===== src/rtl/module_rr_arbiter_4_pkg.sv =====
// ---------------------------------------------------------------------------
// pkg_arb_4
// Shared types and helpers for the 4-way round-robin arbiter.
//   arb_state_t : arbiter FSM state (IDLE waits for a request, BUSY serves one)
//   NUM_REQ     : number of requesters competing for the output bus
//   BEAT_CNT_W  : width of the per-grant beat counter
//   rr_pick()   : round-robin winner search starting after the previous winner
// ---------------------------------------------------------------------------
package pkg_arb_4;

    typedef enum logic {
        IDLE = 1'b0,
        BUSY = 1'b1
    } arb_state_t;

    localparam int NUM_REQ    = 4;
    localparam int BEAT_CNT_W = 8;

    // Returns the first requester with its request bit set, searching from
    // last+1 upwards with wrap-around 3->0. The previous winner itself is
    // checked last, so it only wins again when nobody else is asking.
    // The loop runs from the farthest candidate to the nearest so that the
    // nearest requesting index is the one left in pick.
    function automatic logic [1:0] rr_pick(input logic [NUM_REQ-1:0] req,
                                           input logic [1:0]         last);
        logic [1:0] pick;
        logic [1:0] idx;
        pick = last;
        for (int k = NUM_REQ; k >= 1; k--) begin
            idx = last + 2'(k);
            if (req[idx]) begin
                pick = idx;
            end
        end
        return pick;
    endfunction

endpackage


===== src/rtl/module_rr_arbiter_4_mux.sv =====
// ---------------------------------------------------------------------------
// module_mux_4_1
// Plain combinational 4:1 word multiplexer for the shared output bus.
// Ports:
//   a_i, b_i, c_i, d_i : input words of requesters 0..3
//   sel_i              : index of the word to forward
//   data_o             : selected word
// ---------------------------------------------------------------------------
module module_mux_4_1 #(
    parameter int BUS_WIDTH = 16
) (
    input  logic [BUS_WIDTH-1:0] a_i,
    input  logic [BUS_WIDTH-1:0] b_i,
    input  logic [BUS_WIDTH-1:0] c_i,
    input  logic [BUS_WIDTH-1:0] d_i,
    input  logic [1:0]           sel_i,
    output logic [BUS_WIDTH-1:0] data_o
);

    always_comb begin
        data_o = a_i;
        case (sel_i)
            2'd0:    data_o = a_i;
            2'd1:    data_o = b_i;
            2'd2:    data_o = c_i;
            2'd3:    data_o = d_i;
            default: data_o = a_i;
        endcase
    end

endmodule


===== src/rtl/module_rr_arbiter_4.sv =====
// ---------------------------------------------------------------------------
// module_rr_arbiter_4
// Round-robin arbiter driving a shared 4:1 data mux. One requester at a time
// owns the bus for a burst of at most MAX_BURST beats; each accepted beat is
// registered into a single-entry valid/ready output stage.
// Ports:
//   clk_i    : clock, all state on the rising edge
//   rst_i    : synchronous active-high reset
//   req_i    : per-requester request (bit 0..3 = a..d)
//   a_i..d_i : requester data words
//   ack_o    : combinational one-hot, beat taken from that requester this cycle
//   gnt_o    : registered one-hot grant, 0 while idle
//   sel_o    : registered mux select (index of the granted requester)
//   data_o   : registered output word
//   valid_o  : data_o holds a word
//   ready_i  : downstream takes data_o when valid_o && ready_i
// ---------------------------------------------------------------------------
module module_rr_arbiter_4 #(
    parameter int BUS_WIDTH = 16,
    parameter int MAX_BURST = 4
) (
    input  logic                 clk_i,
    input  logic                 rst_i,
    input  logic [3:0]           req_i,
    input  logic [BUS_WIDTH-1:0] a_i,
    input  logic [BUS_WIDTH-1:0] b_i,
    input  logic [BUS_WIDTH-1:0] c_i,
    input  logic [BUS_WIDTH-1:0] d_i,
    output logic [3:0]           ack_o,
    output logic [3:0]           gnt_o,
    output logic [1:0]           sel_o,
    output logic [BUS_WIDTH-1:0] data_o,
    output logic                 valid_o,
    input  logic                 ready_i
);

    import pkg_arb_4::*;

    localparam logic [BEAT_CNT_W-1:0] LAST_BEAT = BEAT_CNT_W'(MAX_BURST - 1);

    arb_state_t               state_reg, state_next;
    logic [NUM_REQ-1:0]       gnt_reg, gnt_next;
    logic [1:0]               sel_reg, sel_next;
    logic [1:0]               last_winner_reg, last_winner_next;
    logic [BEAT_CNT_W-1:0]    beat_cnt_reg, beat_cnt_next;
    logic [BUS_WIDTH-1:0]     data_reg, data_next;
    logic                     valid_reg, valid_next;

    logic [NUM_REQ-1:0]       ack;
    logic                     ack_any;
    logic                     slot_free;
    logic                     released;
    logic                     burst_done;
    logic [1:0]               pick;
    logic [BUS_WIDTH-1:0]     mux_data;

    // The mux follows the registered select, so the word captured on an ack
    // always belongs to the requester that currently holds the grant.
    module_mux_4_1 #(
        .BUS_WIDTH(BUS_WIDTH)
    ) u_mux (
        .a_i    (a_i),
        .b_i    (b_i),
        .c_i    (c_i),
        .d_i    (d_i),
        .sel_i  (sel_reg),
        .data_o (mux_data)
    );

    // The output stage can take a new word when it is empty or when its
    // current word leaves in this same cycle.
    assign slot_free = !valid_reg || ready_i;

    // Only the granted requester can be acked, and only while it still
    // requests; a requester dropping req_i is never acked in that cycle.
    generate
        for (genvar gi = 0; gi < NUM_REQ; gi++) begin : g_ack
            assign ack[gi] = (state_reg == BUSY) && gnt_reg[gi] &&
                             req_i[gi] && slot_free;
        end
    endgenerate

    assign ack_any    = |ack;
    assign released   = !req_i[sel_reg];
    assign burst_done = ack_any && (beat_cnt_reg == LAST_BEAT);
    assign pick       = rr_pick(req_i, last_winner_reg);

    always_comb begin
        state_next       = state_reg;
        gnt_next         = gnt_reg;
        sel_next         = sel_reg;
        last_winner_next = last_winner_reg;
        beat_cnt_next    = beat_cnt_reg;
        data_next        = data_reg;
        valid_next       = valid_reg;

        case (state_reg)
            IDLE: begin
                if (|req_i) begin
                    state_next       = BUSY;
                    gnt_next         = NUM_REQ'(1) << pick;
                    sel_next         = pick;
                    last_winner_next = pick;
                end
            end
            BUSY: begin
                // Under backpressure ack is low, so the counter simply holds
                // and the burst is never timed out.
                if (ack_any) begin
                    beat_cnt_next = beat_cnt_reg + 1'b1;
                end
                // Dropping the grant here costs one idle cycle before the
                // next winner is registered, which is the arbitration slot.
                if (released || burst_done) begin
                    state_next    = IDLE;
                    gnt_next      = '0;
                    beat_cnt_next = '0;
                end
            end
            default: begin
                state_next = IDLE;
                gnt_next   = '0;
            end
        endcase

        // Output stage runs independently of the FSM so that a word
        // captured on the final beat still drains while the arbiter idles.
        if (ack_any) begin
            data_next  = mux_data;
            valid_next = 1'b1;
        end else if (valid_reg && ready_i) begin
            valid_next = 1'b0;
        end
    end

    always_ff @(posedge clk_i) begin
        if (rst_i) begin
            state_reg       <= IDLE;
            gnt_reg         <= '0;
            sel_reg         <= 2'd0;
            last_winner_reg <= 2'd3;
            beat_cnt_reg    <= '0;
            data_reg        <= '0;
            valid_reg       <= 1'b0;
        end else begin
            state_reg       <= state_next;
            gnt_reg         <= gnt_next;
            sel_reg         <= sel_next;
            last_winner_reg <= last_winner_next;
            beat_cnt_reg    <= beat_cnt_next;
            data_reg        <= data_next;
            valid_reg       <= valid_next;
        end
    end

    assign ack_o   = ack;
    assign gnt_o   = gnt_reg;
    assign sel_o   = sel_reg;
    assign data_o  = data_reg;
    assign valid_o = valid_reg;

endmodule

===== config.mk =====
export PLATFORM = sky130hd
export DESIGN_NAME = module_rr_arbiter_4
export DESIGN_NICKNAME = d
export VERILOG_FILES = /design/src/rtl/module_rr_arbiter_4_pkg.sv /design/src/rtl/module_rr_arbiter_4_mux.sv /design/src/rtl/module_rr_arbiter_4.sv
export SDC_FILE = /design/constraint.sdc
export NUM_CORES = 1
export LEC_CHECK = 0
export ABC_AREA = 1
export CAP_MARGIN = 5
export CORE_ASPECT_RATIO = 0.9
export CORE_UTILIZATION = 38
export DETAILED_ROUTE_END_ITERATION = 10
export GPL_TIMING_DRIVEN = 0
export PLACE_DENSITY = 0.77
export RECOVER_POWER = 50
export SYNTH_ARGS = -nofsm -noshare
export SYNTH_HDL_FRONTEND = slang
export SYNTH_HIERARCHICAL = 1
export SYNTH_SLANG_ARGS = --single-unit
export TNS_END_PERCENT = 30

===== constraint.sdc =====
create_clock -name clk_i -period 1.5 [get_ports clk_i]
set_clock_uncertainty 0.1 [all_clocks]
set_input_delay 0.3 -clock clk_i [delete_from_list [all_inputs] [get_ports clk_i]]
set_output_delay 0.3 -clock clk_i [all_outputs]
set_load 0.01 [all_outputs]

==> results.toml, run 1 <==
[clocking]
path_clk_slew_ps = 70
clk_path_buf_depth = 2
clk-insertion-delay-late_ps = 300
numCtsBuffers = 5
htreeDepth = 2
cts_tree = "done"
root_buffer = "clkbuf_8"
cts_sinks = 34
ctsHoldBuffers = 0

[hold_path]
hp-class = "primary input to flop"

[run_status]
violations = "setup timing"
run_status = "complete, but fails checks"

[finish]
antenna_cells = 0
fill_cells = 553
final_cell_mix = "72 x nand2_1, 64 x clkdlybuf4s50_1, 54 x nand3_1"
fin_nets = 531
syn2layout_area_growth_pct = 59.0
largest_reg_flops = 16
drive_gt1_frac = 0.198
layout_commonest_cell = "nand2_1"
stdcell_count = 529

[placement]
port_buffers = 96
dp_slack_ps = -601
dpl.cell_count = 511
dp_hpwl_mm = 5.54
place_congestion = 0.855

[grt]
grt_pass1_vias = 2557
grt_overflow = 0
grt_pass1_wl_mm = 11.7
grt_use_total = 0.250
antenna_found_initial = 0
grt_max_degree = 11

[synth]
yosysTopAreaCellShare = 0.305
synth_cell_types = 32
synthTopCellsByArea = "dfxtp_1 31%, nand2_1 13%, nand3_1 12%"
syn_nets = 417
netlist_instances = 345
syn-cell-area_um2 = 2230
yosysWarningCount = 6
synth-seq-cells = 34
synth_area_leader_cell = "dfxtp_1"
ys_seq_area_frac = 0.305
synth.avg_cell_area_um2 = 6.46

[sta]
fmax_ghz = 0.604
worst_pin_slew_ps = 536
fin_setup_tns_ps = -2590
hold_slack_ps = 345
setup_viol = 33
period_needed_ps = 1660
timing.final.ws_setup_ps = -157
max_slew_margin = 0.643
hold_violations = 0
post-route-period-util = 1.10
drv_slew = 0
grt_setup_unrepaired = "true"

[power]
pwr-share-comb = 0.535
p_per_area_nw_per_um2 = 1110
seqPwrFrac = 0.295
power.internal_mw = 2.28
clockPowerShare = 0.170
p_leak_nw = 1.59
vdd_drop_max_mv = 0.727
switching_power_mw = 1.67
p_sw_frac = 0.423

[drt]
wl_per_cell_um = 14.0
antenna_left = 0
drc = 0
first_pass_iters = 4
wirelength_mm = 7.43
drtIter0Drc = 163
vias_per_cell = 5.15
vias = 2725

[worst_setup_path]
cp-start-kind = "flop"
cp-end-kind = "flop"
cp_max_fo = 6
critPathKind = "flop to flop"
cp_slowest_cell = "dfxtp_2"
required_ps = 1600
crit_chain = "inv_2 > nor2_4 > nor2_4 > buf_4 > nor2_4 > nand3_4 > nand2_4 > inv_4 > nand2_2 > xor2_1 > nor2_1"
slowest_delay_ps = 330
worstPathArrival_ps = 1750
critPathMostFrequentCell = "nor2_4"

[die]
core_area_um2 = 5660
die_y_um = 74.7
die_w_um = 82.7
initial_utilization = 0.394
num_rows = 26
pin_count = 98
die_area_um2 = 6180

[flow_run]
maxCapViolCount = 0
[synthesized netlist by cell type, drive strengths merged]
library cell	n
o21a	1
buf	14
o211ai	2
nand4	20
inv	28
clkbuf	4
nor2	56
nand3	58
xor2	5
a21oi	10
a211oi	1
nor4	2
nand2	84
dfxtp	34
or2	1
o21bai	1
o21ai	20
ha	1
nor3	2
nand3b	1
[cell type report]
cell class / count / area, µm² / share of cell area
Multi-Input combinational cell: 265 / 1420 / 0.401
Timing Repair Buffer: 107 / 995 / 0.281
Sequential cell: 34 / 686 / 0.194
Buffer: 18 / 160 / 0.0452
Inverter: 28 / 113 / 0.0318
Tap cell: 70 / 87.6 / 0.0247
Clock buffer: 6 / 72.6 / 0.0205
Clock inverter: 1 / 7.51 / 0.00212
[worst max-delay path, delay by kind of cell (launching register included)]
kind,cells,cell delay (ps)
flops,1,330
xor+xnor,1,150
buf+inv,3,240
simple gates,7,740
[metrics by stage]
stage | power [mW] | instance area (µm²) | utilization
2_1_floorplan | 2.34 | 2240 | -
3_3_place_gp | 3.02 | 3290 | 0.581
3_5_place_dp | 3.07 | 3290 | 0.581
4_1_cts | 3.81 | 3450 | 0.609
5_1_grt | 4.19 | 3540 | 0.626
6_report | 3.95 | 3540 | 0.626
[path summary, 6_finish.rpt]
kind	start	end	slack [ps]	cells past startpoint
setup / recovery	valid_o	beat_cnt_reg[4]	-160	11
setup reg to reg	valid_o	beat_cnt_reg[4]	-160	11
hold reg to reg	data_o[1]	data_o[1]	390	2
hold / removal	rst_i	gnt_o[2]	340	2
[timing repair]
item	CTS	global route
gates cloned	1	0
gates resized for setup	77	28
endpoints found under the setup margin	61	38
pin swaps	11	12
setup buffers	7	3
[routing by layer]
layer | global-route usage | wire length, µm | vias up
met4 | 0.0843 | 151 | 0
li1 | - | - | 1369
met2 | 0.425 | 3660 | 63
met1 | 0.311 | 3270 | 1280
met5 | 0 | 0 | -
met3 | 0.0558 | 344 | 13
[power groups by stage]
stage	Clock [mW]	Sequential, mW	Combinational (mW)
floorplan	0	1.21	1.13
global placement	0	1.16	1.86
detailed placement	0	1.17	1.90
CTS	0.674	1.15	1.99
global route	0.717	1.18	2.29
finish	0.670	1.16	2.12
[cells by family (layout without fill, tap and decap cells)]
family,Yosys count,after routing,synth area share
simple gates,224,224,0.473
buf+inv,46,160,0.112
compound gates,35,35,0.0842
flops,34,34,0.305
xor+xnor,5,5,0.0197
fa+ha+maj,1,1,0.00561
Power figures use the tool's default switching activity.
==> inputs of run 2 (changes only) <==
Settings changed: GPL_ROUTABILITY_DRIVEN set to 0, SETUP_SLACK_MARGIN set to 0.05.
==> run 2 against run 1 <==
  * The flow still finishes with violations (setup timing)
  * Non-clock buffer count is 2 higher
  * Via count is 2.8% higher
  * First-iteration DRC count is 34% lower
  * Global-route usage is 0.46 points lower
  * Die area stayed put
  * Count of clock-buffer cells in the layout is 1 lower
==> results.toml, run 2 (synthesized netlist as in run 1, its figures left out) <==
[worst_setup_path]
critPathKind = "flop to flop"
cp-end-kind = "flop"
required_ps = 1590
cp-start-kind = "flop"
cp_max_fo = 5
worstPathArrival_ps = 1740
r2r_slack_ps = -150

[grt]
grt_pass1_vias = 2475
grt_use_total = 0.245
antenna_found_initial = 0
grt_pass1_wl_mm = 11.4
grt_overflow = 0
grt_max_degree = 13

[sta]
max_slew_margin = 0.576
timing.final.ws_setup_ps = -152
setup_viol = 15
fin_setup_tns_ps = -1010
drv_slew = 0
worst_pin_slew_ps = 636
post-route-period-util = 1.10
fmax_ghz = 0.605
hold_slack_ps = 296
period_needed_ps = 1650
grt_setup_unrepaired = "true"
hold_violations = 0

[power]
vdd_drop_max_mv = 0.806
p_leak_nw = 1.68
power_mw = 4.44
p_per_area_nw_per_um2 = 1180

[finish]
final_cell_mix = "64 x clkdlybuf4s50_1, 59 x nand2_1, 51 x nand3_1"
fin_nets = 533
stdcell_count = 532
stdcell_area_um2 = 3760
utilization = 0.665
largest_reg_flops = 16
antenna_cells = 0
layout_commonest_cell = "clkdlybuf4s50_1"
syn2layout_area_growth_pct = 69.0
drive_gt1_frac = 0.251

[clocking]
ctsHoldBuffers = 0
root_buffer = "clkbuf_8"
numCtsBuffers = 5
clk_path_buf_depth = 2
htreeDepth = 2
path_clk_slew_ps = 80
clk-insertion-delay-late_ps = 290
cts_sinks = 34
cts_tree = "done"

[drt]
vias_per_cell = 5.26
wl_per_cell_um = 14.0
first_pass_iters = 4
antenna_left = 0
drtIter0Drc = 108
drc = 0
wirelength_mm = 7.46
vias = 2800

[die]
die_w_um = 82.7
die_y_um = 74.7
pin_count = 98
initial_utilization = 0.394
num_rows = 26
die_area_um2 = 6180
core_area_um2 = 5660

[run_status]
run_status = "complete, but fails checks"
violations = "setup timing"

[placement]
dpl.cell_count = 511
dp_slack_ps = -630
port_buffers = 96
dp_hpwl_mm = 5.48
placed_cell_area_um2 = 3300

[hold_path]
hp-class = "primary input to flop"

[flow_run]
maxCapViolCount = 0
## run 2: cell types whose count changed in the layout (fill, tap and decap cells not counted), moves of 6 or more
| cell | before | now |
|---|---|---|
| nand2_1 | 72 | 59 |
| nand2_2 | 7 | 19 |
| buf_6 | 7 | 18 |
| o21ai_2 | 2 | 12 |
| nor2_2 | 11 | 5 |
| o21ai_1 | 12 | 6 |
## run 2: worst paths after layout
kind / start / end / cells after the start
worst max-delay path: valid_o / beat_cnt_reg[2] / 11
worst min-delay path: rst_i / gnt_o[2] / 2
worst max register to register: valid_o / beat_cnt_reg[2] / 11
worst min register to register: beat_cnt_reg[0] / beat_cnt_reg[0] / 2
## run 2: cell type report
type	count	area, µm²
Buffer	18	153
Clock buffer	5	68.8
Tap cell	70	87.6
Inverter	28	118
Timing Repair Buffer	109	1070
Clock inverter	3	68.8
Multi-Input combinational cell	265	1510
Fill cell	510	1900
Sequential cell	34	692
## run 2: per-layer routing
metal	global-route usage	routed length [µm]	up-vias	share of wire
met1	0.311	3200	1313	0.43
met5	0	0	-	0
met4	0.0709	107	0	0.014
li1	-	-	1387	-
met3	0.0424	346	11	0.046
met2	0.425	3800	89	0.51
## run 2: power breakdown
part	switching [mW]	total (mW)	internal (mW)
combinational	1.26	2.22	0.969
clock	0.358	1.02	0.666
sequential	0.129	1.19	1.06
## run 2: timing repair
action,CTS,global route
cloned,2,1
setup endpoints to repair,61,39
pin swaps,20,32
buffers inserted,6,6
gates resized for setup,99,43
## run 2: critical path, cell delays in order, from the launching register on
cell,delay [ps]
dfxtp_2,330
inv_2,60
nor2_4,40
buf_12,140
nor2_4,160
nor2_4,60
nand3_4,100
nand2_4,90
buf_4,150
nor2_1,110
xor2_1,160
nor2_1,60
==> inputs of run 3 (changes only) <==
Settings changed: TNS_END_PERCENT 30 to 100.
==> run 3 against run 2 <==
  * Combinational power rose by 8%
  * Largest cell class unchanged
  * Power grew 4.0%
  * Die area is the same
  * Register-to-register slack about the same
  * Via count down 1.5%
  * Clock power hardly changed
  * The flow still finishes with violations (setup timing)
  * Utilization increased by 2.1 points
==> results.toml, run 3 (synthesized netlist as in run 1, its figures left out) <==
[sta]
hold_slack_ps = 259
post-route-period-util = 1.10
setup_viol = 34
hold_violations = 0
drv_slew = 0
fmax_ghz = 0.607
period_needed_ps = 1650
timing.final.ws_setup_ps = -147
grt_setup_unrepaired = "true"
max_slew_margin = 0.566
worst_pin_slew_ps = 650

[worst_setup_path]
cpLargestDelayFamily = "simple AND/OR/NAND/NOR gates"
crit_buf_inv = 3
worstPathArrival_ps = 1770
critPathMostFrequentCell = "nor2_4"
cp-end-kind = "flop"
cp_max_fo = 4
crit_chain = "inv_2 > nor2_4 > buf_6 > nor2_4 > nor2_4 > nand3_4 > nand3_4 > nand2_4 > inv_4 > nand2_2 > a21oi_2"
critPathKind = "flop to flop"
cp_slowest_cell = "dfxtp_2"
required_ps = 1620
cp-start-kind = "flop"
slowest_delay_ps = 330

[drt]
drc = 0
vias_per_cell = 5.15
wirelength_mm = 7.70
vias = 2759
first_pass_iters = 5
wl_per_cell_um = 14.4
drtIter0Drc = 111
antenna_left = 0

[grt]
gr-usage-met3 = 0.0606
grt_use_total = 0.252
use_met1 = 0.314
grt_pass1_wl_mm = 11.8
grt_max_degree = 13
grtUsageMet2 = 0.429
grt.busiest_layer = "met2"
antenna_found_initial = 0
grt_overflow = 0
grt_pass1_vias = 2552

[finish]
largest_reg_flops = 16
antenna_cells = 0
drive_gt1_frac = 0.322
final_cell_mix = "64 x clkdlybuf4s50_1, 52 x nand2_1, 50 x nand3_1"
fin_nets = 537
fill_cells = 489
stdcell_count = 536
syn2layout_area_growth_pct = 74.2
layout_commonest_cell = "clkdlybuf4s50_1"

[clocking]
clk-insertion-delay-late_ps = 290
clk_path_buf_depth = 2
root_buffer = "clkbuf_8"
ctsHoldBuffers = 0
path_clk_slew_ps = 70
cts_tree = "done"
cts_sinks = 34
numCtsBuffers = 5
htreeDepth = 2

[die]
pin_count = 98
die_w_um = 82.7
core_area_um2 = 5660
num_rows = 26
die_area_um2 = 6180
die_y_um = 74.7
initial_utilization = 0.394

[placement]
port_buffers = 96
dp_hpwl_mm = 5.51
dpl.cell_count = 511

[run_status]
violations = "setup timing"
run_status = "complete, but fails checks"

[power]
p_leak_nw = 1.70
p_per_area_nw_per_um2 = 1190
vdd_drop_max_mv = 0.803

[flow_run]
maxCapViolCount = 0

[hold_path]
hp-class = "primary input to flop"
## run 3: metrics by stage
stage	instance area [µm²]	setup WS (ps)	total power [mW]	setup TNS [ps]	utilization
final	3880	-147	4.62	-2050	0.686
after global routing	3880	-231	4.88	-4890	0.686
after CTS	3680	-235	4.36	-4500	0.651
after detailed placement	3300	-645	3.07	-19390	0.584
after global placement	3300	-558	3.04	-18420	0.584
after floorplan	2260	-5.32	2.35	-5.32	-
## run 3: where the power goes
part | internal (mW) | leakage [nW] | switching (mW)
registers | 1.06 | 0.279 | 0.133
clock network | 0.666 | 0.0683 | 0.355
logic | 1.05 | 1.35 | 1.36
## run 3: timing repair
action,in CTS,in global routing
gates cloned,3,0
buffers inserted,11,4
pin swaps,20,23
setup endpoints to repair,61,38
hold endpoints to repair,0,0
resized for setup,114,69
## run 3: layout make-up
type                       instances  area (µm²)  area share
buffer                            18         154      0.0397
clock buffer                       5        68.8      0.0177
clock inverter                     3        68.8      0.0177
inverter                          28         125      0.0322
multi-input combinational        265        1600       0.411
sequential                        34         694       0.179
tap                               70        87.6      0.0226
timing repair buffer             113        1090       0.280
## run 3: worst paths after layout
path                                from        to  slack (ps)  depth (start not counted)
worst max-delay path             valid_o  gnt_o[2]        -150                         11
worst min-delay path               rst_i  gnt_o[0]         260                          2
worst max register to register   valid_o  gnt_o[2]        -150                         11
worst min register to register  gnt_o[1]  gnt_o[1]         400                          2
## run 3: per-layer routing
metal,vias up,share of wire
li1,1388,-
met1,1290,0.43
met2,66,0.51
met3,15,0.048
met4,0,0.018
met5,-,0
